$ cat config.mk
export PLATFORM = sky130hd
export DESIGN_NAME = slave_bus_bridge
export DESIGN_NICKNAME = d
export VERILOG_FILES = /design/src/rtl/slave_bridge_pkg.sv /design/src/rtl/edge_detect_rise.sv /design/src/rtl/slave_bus_bridge.sv
export SDC_FILE = /design/constraint.sdc
export NUM_CORES = 1
export LEC_CHECK = 0
export BUFFER_PORTS_ARGS = -buffer_cell sky130_fd_sc_hd__clkbuf_2
export CAP_MARGIN = 10
export CORE_ASPECT_RATIO = 0.9
export CORE_UTILIZATION = 35
export CTS_BUF_LIST = sky130_fd_sc_hd__clkbuf_8
export DETAILED_ROUTE_END_ITERATION = 7
export PLACE_DENSITY = 0.6
export SLEW_MARGIN = 20
export SYNTH_ARGS = -nofsm -noshare
export SYNTH_HDL_FRONTEND = slang
export SYNTH_HIERARCHICAL = 1
export SYNTH_SLANG_ARGS = --single-unit
$ cat constraint.sdc
create_clock -name clk -period 2.9 [get_ports clk]
set_input_delay 0.29 -clock clk [delete_from_list [all_inputs] [get_ports clk]]
set_output_delay 0.29 -clock clk [all_outputs]
set_load 0.05 [all_outputs]
$ cat src/rtl/slave_bridge_pkg.sv
// Shared types and constants for the SCC68070 to uc68hc05 slave bus bridge.
package slave_bridge_pkg;

  typedef enum logic [2:0] {IDLE, DELAY, IRQ, WAIT, RELEASE} slave_state_t;

  localparam logic [7:0] SLAVE_PORTA_IDLE = 8'hFF;
  localparam logic [7:0] SLAVE_CS_BASE    = 8'h31;

  // Byte handed to the uC on a write: low lane wins whenever it is strobed.
  function automatic logic [7:0] select_write_byte(input logic lds, input logic [15:0] din);
    return lds ? din[7:0] : din[15:8];
  endfunction

endpackage

$ cat src/rtl/edge_detect_rise.sv
// Registered 1-bit rising-edge detector; the history register resets to RESET_VAL.
module edge_detect_rise #(
  parameter logic RESET_VAL = 1'b1
) (
  input  logic clk,
  input  logic reset,
  input  logic d,
  output logic rise_c
);

  logic d_q;

  always_ff @(posedge clk or posedge reset) begin
    if (reset) d_q <= RESET_VAL;
    else       d_q <= d;
  end

  assign rise_c = d & ~d_q;

endmodule

$ cat src/rtl/slave_bus_bridge.sv
// Bridges CPU accesses in the slave window onto the uc68hc05 port pins.
// Define SLAVE_TIMEOUT_EN to add a DTACK watchdog that raises bus_err.
module slave_bus_bridge
  import slave_bridge_pkg::*;
#(
  parameter int unsigned IRQ_DELAY = 20,
  parameter int unsigned IRQ_LEN   = 1,
  parameter int unsigned TIMEOUT   = 65535
) (
  input  logic        clk,
  input  logic        reset,
  input  logic        cs,
  input  logic        uds,
  input  logic        lds,
  input  logic        write_strobe,
  input  logic [1:0]  addr,
  input  logic [15:0] din,
  output logic [15:0] dout,
  output logic        bus_ack,
  output logic        bus_err,
  input  logic [7:0]  porta_out,
  input  logic        dtack_n,
  output logic [7:0]  porta_in,
  output logic [1:0]  portc_addr,
  output logic        portd_wr_n,
  output logic        slave_irq_n
);

  localparam int unsigned DLY_W = $clog2(IRQ_DELAY + 1);
  localparam int unsigned LEN_W = $clog2(IRQ_LEN + 1);

  slave_state_t     state;
  logic [DLY_W-1:0] dly_cnt;
  logic [LEN_W-1:0] irq_cnt;
  logic             dtack_rise_c;
  logic             strobe_c;

  assign strobe_c = uds | lds;

  // Completion point of a slave handshake is dtack_n returning high.
  edge_detect_rise #(.RESET_VAL(1'b1)) u_dtack_edge (
    .clk    (clk),
    .reset  (reset),
    .d      (dtack_n),
    .rise_c (dtack_rise_c)
  );

`ifdef SLAVE_TIMEOUT_EN
  localparam int unsigned TMO_W = $clog2(TIMEOUT + 1);
  logic [TMO_W-1:0] tmo_cnt;
  logic             tmo_expire_c;

  // Fires on the WAIT cycle whose decrement would reach zero.
  assign tmo_expire_c = (tmo_cnt <= TMO_W'(1));
`else
  logic unused_timeout;
  assign unused_timeout = ^TIMEOUT;
`endif

  always_ff @(posedge clk or posedge reset) begin
    if (reset) begin
      state       <= IDLE;
      dly_cnt     <= '0;
      irq_cnt     <= '0;
      dout        <= '0;
      bus_ack     <= 1'b0;
      bus_err     <= 1'b0;
      porta_in    <= SLAVE_PORTA_IDLE;
      portc_addr  <= 2'b11;
      portd_wr_n  <= 1'b1;
      slave_irq_n <= 1'b1;
`ifdef SLAVE_TIMEOUT_EN
      tmo_cnt     <= '0;
`endif
    end else begin
      bus_ack <= 1'b0;
      bus_err <= 1'b0;
      case (state)
        IDLE: begin
          if (cs && strobe_c) begin
            portc_addr <= addr;
            portd_wr_n <= ~write_strobe;
            if (write_strobe) porta_in <= select_write_byte(lds, din);
            dly_cnt    <= DLY_W'(IRQ_DELAY);
            state      <= DELAY;
          end
        end
        DELAY: begin
          if (!cs) begin
            porta_in <= SLAVE_PORTA_IDLE;
            state    <= IDLE;
          end else if (dly_cnt == '0) begin
            slave_irq_n <= 1'b0;
            irq_cnt     <= LEN_W'(IRQ_LEN - 1);
            state       <= IRQ;
          end else begin
            dly_cnt <= dly_cnt - DLY_W'(1);
          end
        end
        IRQ: begin
          if (!cs) begin
            slave_irq_n <= 1'b1;
            porta_in    <= SLAVE_PORTA_IDLE;
            state       <= IDLE;
          end else if (irq_cnt == '0) begin
            slave_irq_n <= 1'b1;
            state       <= WAIT;
`ifdef SLAVE_TIMEOUT_EN
            tmo_cnt     <= TMO_W'(TIMEOUT);
`endif
          end else begin
            irq_cnt <= irq_cnt - LEN_W'(1);
          end
        end
        WAIT: begin
          if (!cs) begin
            porta_in <= SLAVE_PORTA_IDLE;
            state    <= IDLE;
          end else if (dtack_rise_c) begin
            if (portd_wr_n) dout <= {porta_out, porta_out};
            bus_ack <= 1'b1;
            state   <= RELEASE;
`ifdef SLAVE_TIMEOUT_EN
          end else if (tmo_expire_c) begin
            bus_err <= 1'b1;
            state   <= RELEASE;
          end else begin
            tmo_cnt <= tmo_cnt - TMO_W'(1);
`endif
          end
        end
        RELEASE: begin
          // Hold off until the CPU ends its cycle so one access triggers once.
          if (!cs) begin
            porta_in <= SLAVE_PORTA_IDLE;
            state    <= IDLE;
          end
        end
        default: state <= IDLE;
      endcase
    end
  end

endmodule

==> flow_metrics.env <==
export IMPL_status="completed"
export IMPL_grt_max_degree=25
export IMPL_ctsHoldBuffers=1
export IMPL_finClkSkew_ns=0.00656
export IMPL_dpl_instance_area_um2=1740
export IMPL_fin_nets=213
export IMPL_maxCapViolations=0
export IMPL_die_x_um=70.0
export IMPL_drtIter0Drc=39
export IMPL_reg2reg_depth=4
export IMPL_path_cells="nand2b_1 > or4_1 > nand2_1 > mux2_2"
export IMPL_cp_max_fo=7
export IMPL_design_area_um2=1860
export IMPL_cts_resized_gates=0
export IMPL_hpwl_mm=2.48
export IMPL_gp_congestion=0.775
export IMPL_powerDensity_nw_per_um2=727
export IMPL_drive_gt1_frac=0.567
export IMPL_max_clock_path_buffers=2
export IMPL_synth_top_area_share=0.292
export IMPL_die_area_um2=4430
export IMPL_hold_violations=0
export IMPL_path_buf_inv=0
export IMPL_cp_top_family="simple AND/OR/NAND/NOR gates"
export IMPL_regToRegEndpoint="dly_cnt[1]"
export IMPL_cts_root_buf="clkbuf_8"
export IMPL_io_pins=63
export IMPL_routed_wl_mm=3.12
export IMPL_syn_area_um2=1460
export IMPL_cts_setup_buffers=0
export IMPL_antenna_found_initial=0
export IMPL_max_slew_worst_pin_slew_ns=0.879
export IMPL_synth_simple_area_share=0.109
export IMPL_critPathLaunchType="flip-flop"
export IMPL_regToRegSetupSlack_ns=0.89
export IMPL_wl_per_cell_um=13.8
export IMPL_rsz0062_at_grt="no"
export IMPL_crit_cells=4
export IMPL_r2r_start="state[2]"
export IMPL_finalCritPeriodShare=0.694
export IMPL_numPortBuffers=61
export IMPL_dr_pass1_iters=4
export IMPL_fin_crit_ns=2.01
export IMPL_syn_inst=121
export IMPL_n_antenna_cell=0
export IMPL_synthAdderAreaFrac=0.00858
export IMPL_num_rows=21
export IMPL_cts_buffers=5
export IMPL_fp_dieH_um=63.2
export IMPL_required_ns=3.06
export IMPL_grt_pass1_vias=1135
export IMPL_synth_seq_cells=30
export IMPL_syn_to_final_growth_pct=27.5
export IMPL_path_class="reg2reg"
export IMPL_vdd_drop_max_uv=372
export IMPL_gr_total_overflow=0
export IMPL_min_path_type="in2reg"
export IMPL_grt_usage=0.150
export IMPL_setup_tns_ns=0
export IMPL_vias=1127
export IMPL_crit_start="state[2]"
export IMPL_slowest_delay_ns=0.68
export IMPL_slew_headroom=0.414
export IMPL_cts_sinks=30
export IMPL_grt_pass1_wl_mm=5.06
export IMPL_core_um2=3860
export IMPL_avgViaCountPerCell=4.99
export IMPL_synth_mux_area_frac=0.140
export IMPL_clk_pin_slew_worst_paths_ns=0.06
export IMPL_netlist_cell_type_count=36
export IMPL_setup_viol=0
export IMPL_ys_warn_count=6
export IMPL_postRouteAntennaNets=0
export IMPL_synth_xor_area_frac=0.00601
export IMPL_worstPathArrival_ns=2.17
export IMPL_syn_num_nets=155
export IMPL_initial_core_util=0.377
export IMPL_worstSkewPairLatency_ns=0.28
export IMPL_synth_avg_cell_area_um2=12.0
export IMPL_total_power_mw=1.35
export IMPL_maxSlewViolCount=0
export IMPL_synth_compound_area_frac=0.124
export IMPL_drc_errors=0
export IMPL_finish_utilization=0.481
export IMPL_cts_tree="built"
export IMPL_synth_top_family_by_area="multiplexers"
export IMPL_leakage_nw=0.967
export IMPL_max_freq_mhz=497
export IMPL_synth_top_area_cell="dfrtp_1"
export IMPL_cp_end_kind="flip-flop"
export IMPL_ys_seq_area_frac=0.526
export IMPL_slowest_stage="or4_1"
export IMPL_htreeDepth=2
export IMPL_crit_end="dly_cnt[1]"
export IMPL_synthTopCellsByArea="dfrtp_1 (29%), dfstp_2 (23%), mux2_2 (8.5%)"
## through the flow
step	hold WS, ns	setup WS (ns)	std cells
floorplan	0.180	0.974	121
global placement	0.277	0.983	217
detailed placement	0.286	0.898	217
CTS	0.0994	0.887	226
global route	0.0927	0.742	226
finish	0.103	0.887	226
## report_power, final
| group | internal [mW] | switching (mW) | total [mW] | leakage [nW] |
|---|---|---|---|---|
| registers | 0.506 | 0.0501 | 0.556 | 0.361 |
| clock network | 0.252 | 0.149 | 0.401 | 0.0579 |
| logic | 0.132 | 0.262 | 0.394 | 0.548 |
| total | 0.890 | 0.461 | 1.35 | 0.967 |
## state kept, by name (all words and copies together) (netlist names)
register	cells
portd_wr_n	1
state	3
bus_ack	1
dout	8
slave_irq_n	1
dly_cnt	5
portc_addr	2
u_dtack_edge/d_q	1
porta_in	8
## synthesized netlist by cell type
library cell	number
buf_2	2
dfrtp_1	17
or3b_2	1
and2b_1	1
o22ai_4	1
nor2_1	10
or4_1	1
dfstp_2	13
mux2i_1	8
a32oi_1	1
xor2_1	1
buf_6	1
a31oi_1	1
ha_1	1
a22o_1	1
o21ai_0	1
and4bb_2	1
nor2b_4	1
a21o_1	1
conb_1	1
mux2_2	11
o31ai_1	2
inv_1	7
nand2b_1	1
nor3_1	1
o21a_1	1
a21oi_1	3
nor4b_2	1
or4b_2	1
a221oi_1	1
a22oi_1	1
nand3_1	2
buf_4	10
a2bb2oi_1	8
nand2_1	5
nor2_2	1
## placed cells by master (no fill, tap or decap), drive strengths merged, types with 2 or more instances in the layout
master,n
a2bb2oi,8
dfstp,13
inv,7
mux2,11
a21oi,3
dfrtp,17
mux2i,8
buf,2
nand3,2
o31ai,2
nor2,11
nand2,5
clkbuf,66
clkinv,2
## per-layer routing
layer  up-vias  wire (um)  GRT usage
met2        63       1590      0.261
li1        532          -          -
met4         0         34     0.0575
met3         4        253     0.0528
met5         -          0          0
met1       528       1240      0.167
## cell families (layout without fill, tap and decap cells)
logic type      after synthesis  count (layout)
mux                          19              19
compound gates               22              22
simple gates                 27              27
other cells                   1               1
xor+xnor                      1               1
flops                        30              30
fa+ha+maj                     1               1
buf+inv                      20              79
## worst register-to-register path, delay by kind of cell (launching register included)
kind	cells	cell delay, ns
mux	1	0.35
flops	1	0.43
simple gates	3	1.12
## worst min path at each step
stage | start | end | slack (ns) | cells past startpoint
final | dtack_n | u_dtack_edge/d_q | 0.10 | 1
after detailed placement | reset | u_dtack_edge/d_q | 0.29 | 2
after global routing | dtack_n | u_dtack_edge/d_q | 0.09 | 1
after floorplan | reset | u_dtack_edge/d_q | 0.18 | 1
after CTS | dtack_n | u_dtack_edge/d_q | 0.1 | 1
after global placement | reset | u_dtack_edge/d_q | 0.28 | 2
## layout make-up
| cell class | count | area [um^2] |
|---|---|---|
| Clock inverter | 3 | 40.0 |
| Clock buffer | 5 | 68.8 |
| Multi-Input combinational cell | 71 | 568 |
| Fill cell | 367 | 2000 |
| Sequential cell | 30 | 767 |
| Tap cell | 46 | 57.6 |
| Inverter | 7 | 26.3 |
| Timing Repair Buffer | 64 | 330 |
Note: power is estimated with default switching activity, not from simulation.
